## src/rtl/cascade_feature_fetcher.sv

```systemverilog
// cascade_feature_fetcher
//
// Read-side sequencer for the cascade cache. A start pulse walks the programmed
// cascade stage by stage and classifier by classifier. Each feature is fetched as
// four consecutive cache words. The words are assembled into one record, which is
// then handed to the detection pipeline over valid/ready.
//
// Ports
//   clk, rst_n           clock, asynchronous active-low reset
//   start, abort         begin a walk (IDLE only) / cancel the walk in progress
//   num_stages           stage count, sampled at start
//   stage_sel/stage_len  stage-length lookup (stage_len is combinational from stage_sel)
//   mem_rd_en/mem_addr   cache read strobe and address
//   mem_rdata            cache read data, valid one cycle after mem_rd_en
//   feat_valid/ready     record handshake
//   feat_data            record, word 0 in the LSBs
//   feat_stage           stage index of the record
//   feat_last_in_stage   record is the last classifier of its stage
//   feat_last            record is the last classifier of the last stage
//   busy, done           walk in progress / one-cycle completion pulse
//   err_overrun          sticky: the walk tried to read past WORDS-1, cleared on start
module cascade_feature_fetcher #(
  parameter int unsigned WORD_SIZE       = 32,
  parameter int unsigned ADDR_WIDTH      = 10,
  parameter int unsigned WORDS           = 1024,
  parameter int unsigned STAGE_BITS      = 5,
  parameter int unsigned CLASSIFIER_BITS = 8
) (
  input  logic                       clk,
  input  logic                       rst_n,
  input  logic                       start,
  input  logic                       abort,
  input  logic [STAGE_BITS-1:0]      num_stages,
  output logic [STAGE_BITS-1:0]      stage_sel,
  input  logic [CLASSIFIER_BITS-1:0] stage_len,
  output logic                       mem_rd_en,
  output logic [ADDR_WIDTH-1:0]      mem_addr,
  input  logic [WORD_SIZE-1:0]       mem_rdata,
  output logic                       feat_valid,
  input  logic                       feat_ready,
  output logic [4*WORD_SIZE-1:0]     feat_data,
  output logic [STAGE_BITS-1:0]      feat_stage,
  output logic                       feat_last_in_stage,
  output logic                       feat_last,
  output logic                       busy,
  output logic                       done,
  output logic                       err_overrun
);

  // One extra bit over a word address: feature_index*4 can reach 2**ADDR_WIDTH
  // after the last legal feature, which must not wrap before the overrun compare.
  localparam int unsigned FidxW = ADDR_WIDTH - 1;

  typedef logic [FidxW-1:0]           fidx_t;
  typedef logic [ADDR_WIDTH:0]        wide_addr_t;
  typedef logic [STAGE_BITS-1:0]      stage_t;
  typedef logic [CLASSIFIER_BITS-1:0] cnt_t;

  localparam wide_addr_t LastWord = wide_addr_t'(WORDS - 1);

  typedef enum logic [2:0] {
    StIdle,
    StLoadStage,
    StFetch,
    StWaitData,
    StPresent,
    StDone
  } state_e;

  state_e state_q, state_d;

  stage_t stage_idx_q, stage_idx_d;
  stage_t num_stages_q, num_stages_d;
  fidx_t  feat_idx_q, feat_idx_d;
  cnt_t   cnt_q, cnt_d;
  logic [1:0] word_q, word_d;
  logic   err_q, err_d;

  // Read-return tracking: data for the read issued this cycle lands next cycle.
  logic       cap_valid_q;
  logic [1:0] cap_slot_q;

  // Registered outputs.
  logic                        mem_rd_en_q, mem_rd_en_d;
  logic [ADDR_WIDTH-1:0]       mem_addr_q, mem_addr_d;
  logic                        feat_valid_q, feat_valid_d;
  logic [3:0][WORD_SIZE-1:0]   feat_data_q;
  stage_t                      feat_stage_q, feat_stage_d;
  logic                        last_in_stage_q, last_in_stage_d;
  logic                        last_q, last_d;
  logic                        busy_q, busy_d;
  logic                        done_q, done_d;

  logic last_stage;
  logic handshake;

  assign last_stage = (stage_idx_q == num_stages_q - stage_t'(1));
  assign handshake  = feat_valid_q && feat_ready;

  // True when a feature at this index would read past the last valid word.
  function automatic logic overruns(input fidx_t idx);
    wide_addr_t base;
    base = {idx, 2'b00};
    return (base + wide_addr_t'(3)) > LastWord;
  endfunction

  // ---------------------------------------------------------------------------
  // State register
  // ---------------------------------------------------------------------------
  always_ff @(posedge clk or negedge rst_n) begin
    if (!rst_n) begin
      state_q <= StIdle;
    end else begin
      state_q <= state_d;
    end
  end

  // ---------------------------------------------------------------------------
  // Next-state and walk counters
  // ---------------------------------------------------------------------------
  always_comb begin
    state_d      = state_q;
    stage_idx_d  = stage_idx_q;
    num_stages_d = num_stages_q;
    feat_idx_d   = feat_idx_q;
    cnt_d        = cnt_q;
    word_d       = word_q;
    err_d        = err_q;

    unique case (state_q)
      StIdle: begin
        if (start && !abort) begin
          num_stages_d = num_stages;
          err_d        = 1'b0;
          stage_idx_d  = '0;
          feat_idx_d   = '0;
          state_d      = (num_stages == '0) ? StDone : StLoadStage;
        end
      end

      StLoadStage: begin
        cnt_d = stage_len;
        if (stage_len == '0) begin
          // Empty stage: no record, move straight on.
          if (last_stage) begin
            state_d = StDone;
          end else begin
            stage_idx_d = stage_idx_q + stage_t'(1);
          end
        end else if (overruns(feat_idx_q)) begin
          err_d   = 1'b1;
          state_d = StDone;
        end else begin
          word_d  = 2'd0;
          state_d = StFetch;
        end
      end

      StFetch: begin
        if (word_q == 2'd3) begin
          state_d = StWaitData;
        end else begin
          word_d = word_q + 2'd1;
        end
      end

      StWaitData: begin
        state_d = StPresent;
      end

      StPresent: begin
        if (handshake) begin
          feat_idx_d = feat_idx_q + fidx_t'(1);
          cnt_d      = cnt_q - cnt_t'(1);
          if (cnt_q != cnt_t'(1)) begin
            if (overruns(feat_idx_q + fidx_t'(1))) begin
              err_d   = 1'b1;
              state_d = StDone;
            end else begin
              word_d  = 2'd0;
              state_d = StFetch;
            end
          end else if (last_stage) begin
            state_d = StDone;
          end else begin
            stage_idx_d = stage_idx_q + stage_t'(1);
            state_d     = StLoadStage;
          end
        end
      end

      StDone: begin
        state_d = StIdle;
      end

      default: begin
        state_d = StIdle;
      end
    endcase

    // Abort overrides everything; a concurrent handshake still consumes the record.
    if (abort) begin
      state_d = StIdle;
    end
  end

  // ---------------------------------------------------------------------------
  // Output next-values, computed from the next state so outputs stay registered
  // ---------------------------------------------------------------------------
  always_comb begin
    mem_rd_en_d     = (state_d == StFetch);
    mem_addr_d      = mem_addr_q;
    feat_valid_d    = (state_d == StPresent);
    feat_stage_d    = feat_stage_q;
    last_in_stage_d = last_in_stage_q;
    last_d          = last_q;
    busy_d          = (state_d != StIdle);
    done_d          = (state_d == StDone);

    if (state_d == StFetch) begin
      // The top index bit is always clear while fetching (overrun check passed).
      mem_addr_d = {feat_idx_d[FidxW-2:0], word_d};
    end

    // Record tags are loaded once, on entry to PRESENT, and frozen there.
    if (state_q == StWaitData && state_d == StPresent) begin
      feat_stage_d    = stage_idx_q;
      last_in_stage_d = (cnt_q == cnt_t'(1));
      last_d          = (cnt_q == cnt_t'(1)) && last_stage;
    end
  end

  // ---------------------------------------------------------------------------
  // Datapath and output registers
  // ---------------------------------------------------------------------------
  always_ff @(posedge clk or negedge rst_n) begin
    if (!rst_n) begin
      stage_idx_q     <= '0;
      num_stages_q    <= '0;
      feat_idx_q      <= '0;
      cnt_q           <= '0;
      word_q          <= 2'd0;
      err_q           <= 1'b0;
      cap_valid_q     <= 1'b0;
      cap_slot_q      <= 2'd0;
      mem_rd_en_q     <= 1'b0;
      mem_addr_q      <= '0;
      feat_valid_q    <= 1'b0;
      feat_data_q     <= '0;
      feat_stage_q    <= '0;
      last_in_stage_q <= 1'b0;
      last_q          <= 1'b0;
      busy_q          <= 1'b0;
      done_q          <= 1'b0;
    end else begin
      stage_idx_q     <= stage_idx_d;
      num_stages_q    <= num_stages_d;
      feat_idx_q      <= feat_idx_d;
      cnt_q           <= cnt_d;
      word_q          <= word_d;
      err_q           <= err_d;
      cap_valid_q     <= mem_rd_en_q;
      cap_slot_q      <= mem_addr_q[1:0];
      mem_rd_en_q     <= mem_rd_en_d;
      mem_addr_q      <= mem_addr_d;
      feat_valid_q    <= feat_valid_d;
      feat_stage_q    <= feat_stage_d;
      last_in_stage_q <= last_in_stage_d;
      last_q          <= last_d;
      busy_q          <= busy_d;
      done_q          <= done_d;
      // Words assemble straight into the output record; no reads are in flight
      // while PRESENT, so the record is stable during backpressure.
      if (cap_valid_q) begin
        feat_data_q[cap_slot_q] <= mem_rdata;
      end
    end
  end

  assign stage_sel          = stage_idx_q;
  assign mem_rd_en          = mem_rd_en_q;
  assign mem_addr           = mem_addr_q;
  assign feat_valid         = feat_valid_q;
  assign feat_data          = feat_data_q;
  assign feat_stage         = feat_stage_q;
  assign feat_last_in_stage = last_in_stage_q;
  assign feat_last          = last_q;
  assign busy               = busy_q;
  assign done               = done_q;
  assign err_overrun        = err_q;

endmodule
```

## config.mk

```make
export PLATFORM = sky130hd
export DESIGN_NAME = cascade_feature_fetcher
export DESIGN_NICKNAME = d
export VERILOG_FILES = /design/src/rtl/cascade_feature_fetcher.sv
export SDC_FILE = /design/constraint.sdc
export NUM_CORES = 1
export LEC_CHECK = 0
export CAP_MARGIN = 0
export CORE_ASPECT_RATIO = 0.75
export CORE_UTILIZATION = 52
export DETAILED_ROUTE_END_ITERATION = 10
export MAX_ROUTING_LAYER = met4
export PLACE_DENSITY_LB_ADDON = 0.05
export SLEW_MARGIN = 20
export SYNTH_ARGS = -nofsm -noshare
export SYNTH_HDL_FRONTEND = slang
export SYNTH_SLANG_ARGS = --single-unit
export TNS_END_PERCENT = 20
```

## constraint.sdc

```tcl
create_clock -name clk -period 6 [get_ports clk]
set_clock_uncertainty 0.05 [all_clocks]
set_input_delay 0.9 -clock clk [delete_from_list [all_inputs] [get_ports clk]]
set_output_delay 0.9 -clock clk [all_outputs]
set_load 0.02 [all_outputs]
```

# ---- Yosys cells after proc, flatten, opt, wreduce, memory -nomap -nowiden
# Cells that the tools add are included.
dict set report word_totals {
  register_bits 185
  inputBits 50
  out_inout_bits 155
  word_cells 110
}
dict set report op_classes {
  n_addsub 7
  order_cmp 4
  eq_ne 19
  n_mux 40
  reduce_logical 18
}
# operator count
set ops {}
lappend ops {{$bwmux 128} 1}
lappend ops {{$demux 32 s2} 1}
lappend ops {{$mux 3} 11}
lappend ops {{$mux 32} 1}
lappend ops {{$mux 5} 5}
lappend ops {{$add 11x2->11 const B} 2}
lappend ops {{$gt 11x10->1 const B} 2}
lappend ops {{$mux 9} 2}
lappend ops {{$pmux 9 s2} 1}
lappend ops {{$ne 2x2->1 const B} 8}
lappend ops {{$pmux 8 s2} 1}
lappend ops {{$pmux 3 s5} 1}
lappend ops {{$pmux 5 s3} 1}
lappend ops {{$mux 2} 6}
lappend ops {{$add 9x1->9 const B} 1}
lappend ops {{$eq 3x2->1 const B} 3}
lappend ops {{$eq 3x3->1 const B} 3}
lappend ops {{$eq 8x1->1 const B} 1}
lappend ops {{$logic_not 8->1} 1}
lappend ops {{$mux 8} 1}
lappend ops {{$ne 8x1->1 const B} 1}
lappend ops {{$sub 8x1->8 const B} 1}
lappend ops {{$reduce_and 7->1} 1}
lappend ops {{$mux 1} 6}
lappend ops {{other kinds (19)} 26}

# ---- Longest topological paths before layout
# Gate-level depths: netlist of the first run.
dict set report depth {
  word_depth 10
  depth_mapped 12
  depth_no_buf 11
}

# ---- Least setup slack after synthesis of the first run
# Ideal clock, no wire load.
dict set report synth_timing {
  kind {register to register}
  start {register feat_idx_q[0]}
  end {register mem_addr_q[0] (netlist: mem_addr[0])}
  arrival_ns 2.747
  required_time_ns 5.825
  setup_slack_ns 3.078
  path_stages_with_launch 13
  n_path_buf 1
  synth_period_minus_slack_ns 2.922
  cell_sequence {dfrtp_1 > ha_1 > and3_2 > nand3_1 > nor2_1 > ha_1 > nor4_1 > o31a_1 > a311oi_2 > o21a_4 > nor3b_2 > buf_6 > mux2_4}
}
dict set report synth_between {
  elab_chain_cells 9
  elab_cells_between_ends 19
  classes_between {add/sub (3); order compare (2); eq/ne (1); mux (13)}
}
# item line_no
set synth_lines {}
lappend synth_lines {{start: declaration} 74} ;# fidx_t feat_idx_q, feat_idx_d;
lappend synth_lines {{start signal: assignment} 258} ;# feat_idx_q <= feat_idx_d;
lappend synth_lines {{$add 9x1->9} 176} ;# if (overruns(feat_idx_q + fidx_t'(1))) begin
lappend synth_lines {{$add 11x2->11} 104} ;# return (base + wide_addr_t'(3)) > LastWord;
lappend synth_lines {{$gt 11x10->1} 104}
lappend synth_lines {{$mux 3} 176}
lappend synth_lines {{$mux 3} 175} ;# if (cnt_q != cnt_t'(1)) begin
lappend synth_lines {{$mux 3} 172} ;# if (handshake) begin
lappend synth_lines {{$pmux 3 s5 *} 130} ;# unique case (state_q)
lappend synth_lines {{$mux 3 *} 202} ;# if (abort) begin
lappend synth_lines {{$eq 3x2->1 *} -}
lappend synth_lines {{named net mem_rd_en_d} 84} ;# logic mem_rd_en_q, mem_rd_en_d;
lappend synth_lines {{end signal: assignment} 265} ;# mem_addr_q <= mem_addr_d;
lappend synth_lines {{end: declaration} 85} ;# logic [ADDR_WIDTH-1:0] mem_addr_q, mem_addr_d;
# The timed path passes the listed nets; every way through them passes the cells marked *.
# A chain may end at the register's enable or synchronous reset.

# ---- Worst setup path in the final report of the first run
dict set report layout_timing {
  start {register feat_idx_q[0]}
  end {register mem_addr_q[9] (netlist: mem_addr[9])}
}
dict set report layout_between {
  elab_chain_cells 9
  elab_cells_between_ends 15
  classes_between {add/sub (3); order compare (2); eq/ne (1); mux (9)}
}
# item line_no
set layout_lines {}
lappend layout_lines {{$add 9x1->9} {173, 176}}
lappend layout_lines {{$add 11x2->11} 104}
lappend layout_lines {{$gt 11x10->1} 104}
lappend layout_lines {{$mux 3} 176}
lappend layout_lines {{$mux 3} 175}
lappend layout_lines {{$mux 3} 172}
lappend layout_lines {{$pmux 3 s5} 130}
lappend layout_lines {{$mux 3} 202}
lappend layout_lines {{$eq 3x2->1} 220} ;# if (state_d == StFetch) begin
# Several ways; a longest one is shown, not always the timed one. The select of a mux whose other input is x is not followed.

==> results of run 1 <==
==> layout by cell type (no fill, tap or decap), types with 6 or more instances in the layout <==
master           synthesis  routed
clkbuf_16                0      17
nor3_1                   9       9
nand3b_1                 6       6
inv_1                    9       9
nand2_1                 34      34
buf_4                    0       7
a21oi_1                 10      10
mux2_2                 135     135
clkdlybuf4s50_1          0     203
nor2_1                  33      33
mux2_4                   9       9
o21ai_0                 31      31
dfrtp_1                185     185
nand3_1                 10       9
ha_1                     7       7
==> per-layer routing <==
layer	part of all wire (%)	track usage [%]
met1	45	32.9
met2	46	38.2
met3	6.7	5.74
met4	2.1	9.22
met5	0	-
==> sequential cells by signal, indices dropped and copies added, names as in the netlist, 2 cells and up <==
name and flops:
feat_data 128, mem_addr 10, feat_idx_q 9, cnt_q 8, feat_stage 5, num_stages_q 5, stage_sel 5, state_q 3
cap_slot_q 2, word_q 2
==> area by class of cell <==
cell class                      count  area share, %
Tap cell                          200           2.36
Inverter                            9          0.319
Sequential cell                   185           43.7
Timing Repair Buffer              211           19.8
Clock buffer                       18           4.14
Multi-Input combinational cell    364           28.5
Clock inverter                     14           1.24
==> logic make-up after synthesis <==
logic type / count (synthesis) / synth area share [%]
multiplexers: 145 / 21.4
XOR/XNOR: 9 / 1.01
adder cells (fa/ha/maj): 7 / 1.13
buffers and inverters: 30 / 1.77
flip-flops: 185 / 59.6
AND/OR/NAND/NOR: 127 / 8.41
AO/OA/AOI/OAI: 76 / 6.62
==> worst paths after layout <==
path                                    to  slack (ps)  cells after the start
max                            mem_addr[9]        2420                     11
min                            cap_valid_q         350                      0
max reg2reg                    mem_addr[9]        2420                     11
min reg2reg                    cap_valid_q         350                      0
max in group asynchronous  num_stages_q[0]        4280                      2
min in group asynchronous    feat_data[39]         430                      1
==> stage by stage <==
stage               cells  setup slack, ps  area [sq um]  util, %  power (W)
floorplan             579             3080          7770        -    0.00196
global placement      969             2150         10000     69.1    0.00239
detailed placement    969             2000         10000     69.1    0.00241
CTS                  1001             2140         10600     73.0    0.00348
global route         1001             2230         10600     73.1    0.00360
finish               1001             2420         10600     73.1    0.00345
==> where the power goes <==
group	internal [W]	switching, W
clock	0.000560	0.000510
sequential	0.00142	0.000112
combinational	0.000438	0.000409
==> worst max-delay path, delay by kind of cell (launching register included) <==
kind | cells | cell delay [ps]
and+or+nand+nor | 5 | 1230
AOI/OAI and AO/OA | 3 | 800
adders and majority gates | 2 | 510
DFF | 1 | 460
muxes | 1 | 400
==> cell usage after synthesis (2+ instances only) <==
| cell | number |
|---|---|
| and3_2 | 2 |
| a211oi_1 | 3 |
| o31ai_1 | 5 |
| mux2_4 | 9 |
| xnor2_1 | 5 |
| buf_2 | 2 |
| nor4_1 | 5 |
| nand2_1 | 34 |
| nand3b_1 | 6 |
| dfrtp_1 | 185 |
| nor2_1 | 33 |
| nand2b_1 | 5 |
| nand3_1 | 10 |
| a22oi_1 | 3 |
| a31oi_1 | 3 |
| buf_6 | 3 |
| and2_1 | 3 |
| xor2_1 | 4 |
| ha_1 | 7 |
| a221o_1 | 2 |
| a21o_1 | 3 |
| mux2_2 | 135 |
| nand4_1 | 4 |
| buf_1 | 4 |
| a21oi_1 | 10 |
| o21ai_0 | 31 |
| clkbuf_1 | 12 |
| a21boi_0 | 3 |
| o31a_1 | 2 |
| nor3_1 | 9 |
| inv_1 | 9 |
==> summary.md, run 1 <==
| Metric | Value |
|---|---|
| Ratio of final minimum period to clock period | 59.6% |
| Largest cells by area after synthesis | dfrtp_1, mux2_2, o21ai_0 |
| Die Height | 108 um |
| Setup Viol. Count Final | 0 |
| Cts repair resizes | 0 |
| Critical Path Max Stage Delay | 650 ps |
| Num rows | 38 |
| Total GRT Usage | 25.0% |
| Vias after detailed routing | 5380 |
| Slew HR | 35.3% |
| Count of unique library cells instantiated by Yosys | 59 |
| Async set-reset flop share out of synthesis | 100% |
| CP Launch Point | feat_idx_q[0] |
| Crit path DAT | 3850 ps |
| # clock sinks | 185 |
| Largest net degree at the start of global routing | 80 |
| Least-Margin Pin Slew | 969 ps |
| Core region area | 0.0145 sq mm |
| Starting utilization of the core area | 53.6% |
| Seq/Total Area, Yosys | 59.6% |
| Worst-Skew Late Latency | 430 ps |
| HP Start | mem_rd_en |
| Post-synth EDFFs | 0 |
| R2r startpoint | feat_idx_q[0] |
| Max Slew Vio Count | 0 |
| Clk slew on worst S/H paths | 70 ps |
| Drt drc | 0 |
| Nets | 845 |
| Footprint of the multi-input gates | 0.00302 sq mm |
| Max Fclk | 280 MHz |
| Crit Path Category | reg -> reg |
| RSZ-0062 raised after global routing | false |
| Number of port buffers | 204 |
| Gpl congestion | 0.948 |
| Die X | 143 um |
| HPWL Detailed | 12900 um |
| Initial antenna violation count | 0 |
| Synthesized netlist net count | 636 |
| Vias per cell | 5.37 |
| CTS tree | built |
| Outcome | finished, final reports clean |
| Setup TNS | 0 ps |
| Endpoints failing hold | 0 |
| Number of buffers created by CTS | 17 |
| CP dominant cell by count | ha_1 |
| Cell taking the most area after synthesis | dfrtp_1 |
| CP endpoint kind | flip-flop |
| N_diodes | 0 |
| Violation count after the first detailed-route iteration | 325 |
| Post-CTS setup buffer count | 0 |
| Syn_area_per_cell | 13.4 sq um |
| Req. time, crit path | 6270 ps |
| Drt first pass iters | 5 |
| Lkg Pwr | 4.51 nW |
| Startpoint Class | flip-flop |
| # Max-Cap Violations | 0 |
| Share of cells above drive strength 1 | 25.0% |
| Worst-path cell chain | ha_1, and3_2, nand3_1, nor2_1, ha_1, nor4_1, o31a_1, a311oi_2, o21a_4, nor3b_4, mux2_2 |
| Pwr dens | 326 mW/mm^2 |
| Register area | 0.00463 sq mm |
| Slowest-stage cell, CP | nor3b_4 |
| Post-layout minimum cycle time | 3580 ps |
| Worst VDD drop | 194 uV |
| CTS root buf | clkbuf_16 |
| Vias in the first global route | 5412 |
| Syn. warnings | 0 |
| Routed Antenna Nets | 0 |
| Layout fillers | 1025 |
| Area share of the largest cell type after synthesis | 59.6% |
| Synthesis-to-finish area growth | 36.4% |
| Hold slack | 346 ps |
| Post-CTS Hold Fix Bufs | 0 |
| Post-synth design cell area | 0.00777 sq mm |
| Total grt overflow | 0 |
| Hold crit path type | reg -> reg |
| CP max FO | 11 |
| Die ar. | 0.0154 sq mm |
| Ys flop type | dfrtp_1 |
| Post-Route WL | 17900 um |
| Clock buffer depth | 2 |
| IO Count | 205 |
| DR WL/cell | 17.9 um |
| Global-route wire length before repair | 28500 um |
| Post-Synthesis Cells | 579 |
| Yosys reg bits | 185 |
| Htree depth | 4 |
No activity file was read; power rests on OpenSTA's default activity.
==> inputs of run 2 (changes only) <==
--- a/config.mk
+++ b/config.mk
@@ -7,7 +7,7 @@
 export LEC_CHECK = 0
 export CAP_MARGIN = 0
 export CORE_ASPECT_RATIO = 0.75
-export CORE_UTILIZATION = 52
+export CORE_UTILIZATION = 44
 export DETAILED_ROUTE_END_ITERATION = 10
 export MAX_ROUTING_LAYER = met4
 export PLACE_DENSITY_LB_ADDON = 0.05
==> constraint.sdc (replaced) <==
create_clock -name clk -period 3.21 [get_ports clk]
set_clock_uncertainty 0.05 [all_clocks]
set_input_delay 0.4815 -clock clk [delete_from_list [all_inputs] [get_ports clk]]
set_output_delay 0.4815 -clock clk [all_outputs]
set_load 0.02 [all_outputs]
==> run 2 against run 1 <==
  * Sequential cell count unchanged
  * Die area up 18%
  * Critical path depth up 1
  * Count of clock-buffer cells in the layout unchanged
  * Utilization down 9.8 points
  * Design area up 1.6%
  * Non-clock buffer count up 9
  * Critical path type unchanged
  * Largest cell class unchanged
  * Largest power group unchanged
==> summary.md, run 2 (synthesis gave the netlist of run 1 again) <==
| Metric | Value |
|---|---|
| Routed Antenna Nets | 0 |
| Worst-path cell chain | ha_1, and3_2, nand3_1, nor2_1, ha_1, nor4_1, o31a_1, a311oi_2, o21a_4, nor3b_4, buf_12, mux2_2 |
| Synthesis-to-finish area growth | 38.7% |
| Pwr dens | 613 mW/mm^2 |
| Crit. path cell count | 12 |
| Share of cells above drive strength 1 | 25.5% |
| Outcome | finished, final reports clean |
| Worst-Skew Late Latency | 420 ps |
| Startpoint Class | flip-flop |
| Most common cell after layout, fill and taps aside | clkdlybuf4s50_1 |
| # Max-Cap Violations | 0 |
| Most frequent cells in the layout | clkdlybuf4s50_1, dfrtp_1, mux2_2 |
| Setup TNS | 0 ps |
| # clock sinks | 185 |
| IO Count | 205 |
| CP bufs+invs | 1 |
| Total GRT Usage | 22.1% |
| CP dominant cell by count | ha_1 |
| Starting utilization of the core area | 45.6% |
| Die X | 155 um |
| Footprint of the multi-input gates | 0.00302 sq mm |
| Hold Path End | cap_valid_q |
| Least-Margin Pin Slew | 994 ps |
| Critical Path Max Stage Delay | 360 ps |
| Number of buffers created by CTS | 17 |
| Hold Crit Depth | 0 |
| HPWL Detailed | 13200 um |
| Cells on worst reg2reg path | 12 |
| RSZ-0062 raised after global routing | false |
| Max Fclk | 337 MHz |
| Lkg Pwr | 4.57 nW |
| Setup Viol. Count Final | 0 |
| Post-layout minimum cycle time | 2970 ps |
| Vias after detailed routing | 5429 |
| DR WL/cell | 18.0 um |
| Core region area | 0.0170 sq mm |
| Htree depth | 4 |
| Design area | 0.0108 sq mm |
| Clk slew on worst S/H paths | 70 ps |
| Total grt overflow | 0 |
| Die ar. | 0.0182 sq mm |
| N_diodes | 0 |
| FF-to-FF setup slack | 240 ps |
| Hold crit path type | reg -> reg |
| Num rows | 41 |
| R2r startpoint | feat_idx_q[0] |
| Ratio of final minimum period to clock period | 92.4% |
| Slew HR | 33.6% |
| Slowest-stage cell, CP | dfrtp_1 |
| Drt first pass iters | 7 |
| CP endpoint kind | flip-flop |
| CP top delay family | simple AND/OR/NAND/NOR gates |
| Max Slew Vio Count | 0 |
| Crit path DAT | 3230 ps |
| Endpoints failing hold | 0 |
| Vias in the first global route | 5402 |
| DP Area | 0.0101 sq mm |
| Max reg flops | 128 |
| CTS root buf | clkbuf_16 |
| Worst VDD drop | 448 uV |
| CP max FO | 11 |
| Req. time, crit path | 3470 ps |
| HP Start | mem_rd_en |
| Clock buffer depth | 2 |
| Gpl congestion | 0.905 |
| Crit Path Category | reg -> reg |
| CTS tree | built |
| Global-route wire length before repair | 29600 um |
| Violation count after the first detailed-route iteration | 318 |
| Largest net degree at the start of global routing | 67 |
| Layout fillers | 1295 |
| Register area | 0.00463 sq mm |
| R2r endpoint | mem_addr[9] |
| Post-Route WL | 18700 um |
| Drt drc | 0 |
| Vias per cell | 5.20 |
| Initial antenna violation count | 0 |
| Die Height | 117 um |
| Number of port buffers | 204 |
| Nets | 854 |
-- run 2: where the power goes --
group	internal (W)	switching [W]	total, W
Clock	0.00125	0.000887	0.00214
Combinational	0.000826	0.000767	0.00159
Sequential	0.00266	0.000207	0.00287
-- run 2: cell type report --
type / count / area share (%)
clock buffer: 18 / 4.08
clock inverter: 12 / 1.53
timing repair buffer: 220 / 20.3
tap: 236 / 2.74
sequential: 185 / 43.0
inverter: 9 / 0.314
multi-input combinational: 364 / 28.0
-- run 2: routing by layer --
metal	vias up	share of wire, %	track usage, %
li1	2519	-	-
met1	2712	47	30.2
met2	187	46	33.0
met3	11	5.6	5.04
met4	0	0.78	6.60
met5	-	0	-
-- run 2: how the worst max path moves through the flow --
stage	start	end	slack [ps]
after floorplan	feat_idx_q[0]	mem_addr[0]	290
after global placement	feat_idx_q[1]	mem_addr[9]	250
after detailed placement	feat_idx_q[1]	mem_addr[9]	170
after CTS	feat_idx_q[1]	mem_addr[9]	150
after global routing	feat_idx_q[0]	mem_addr[9]	30
final	feat_idx_q[0]	mem_addr[9]	240
-- run 2: through the flow --
| step | total power (W) | setup WS (ps) | util, % | hold WS, ps | cells |
|---|---|---|---|---|---|
| 6_report | 0.00660 | 244 | 63.2 | 349 | 1044 |
| 5_1_grt | 0.00693 | 26.8 | 63.2 | 368 | 1044 |
| 4_1_cts | 0.00669 | 154 | 63.2 | 357 | 1043 |
| 3_5_place_dp | 0.00452 | 175 | 59.5 | 343 | 1012 |
| 3_3_place_gp | 0.00447 | 249 | 59.5 | 318 | 1012 |
| 2_1_floorplan | 0.00366 | 288 | - | 136 | 579 |
-- run 2: repair_timing --
| action | in CTS | in global routing |
|---|---|---|
| gates resized for setup | 0 | 1 |
| hold buffers | 1 | 0 |
| setup endpoints to repair | 0 | 10 |
| endpoints found under the hold margin | 4 | 0 |
| setup buffers | 0 | 1 |
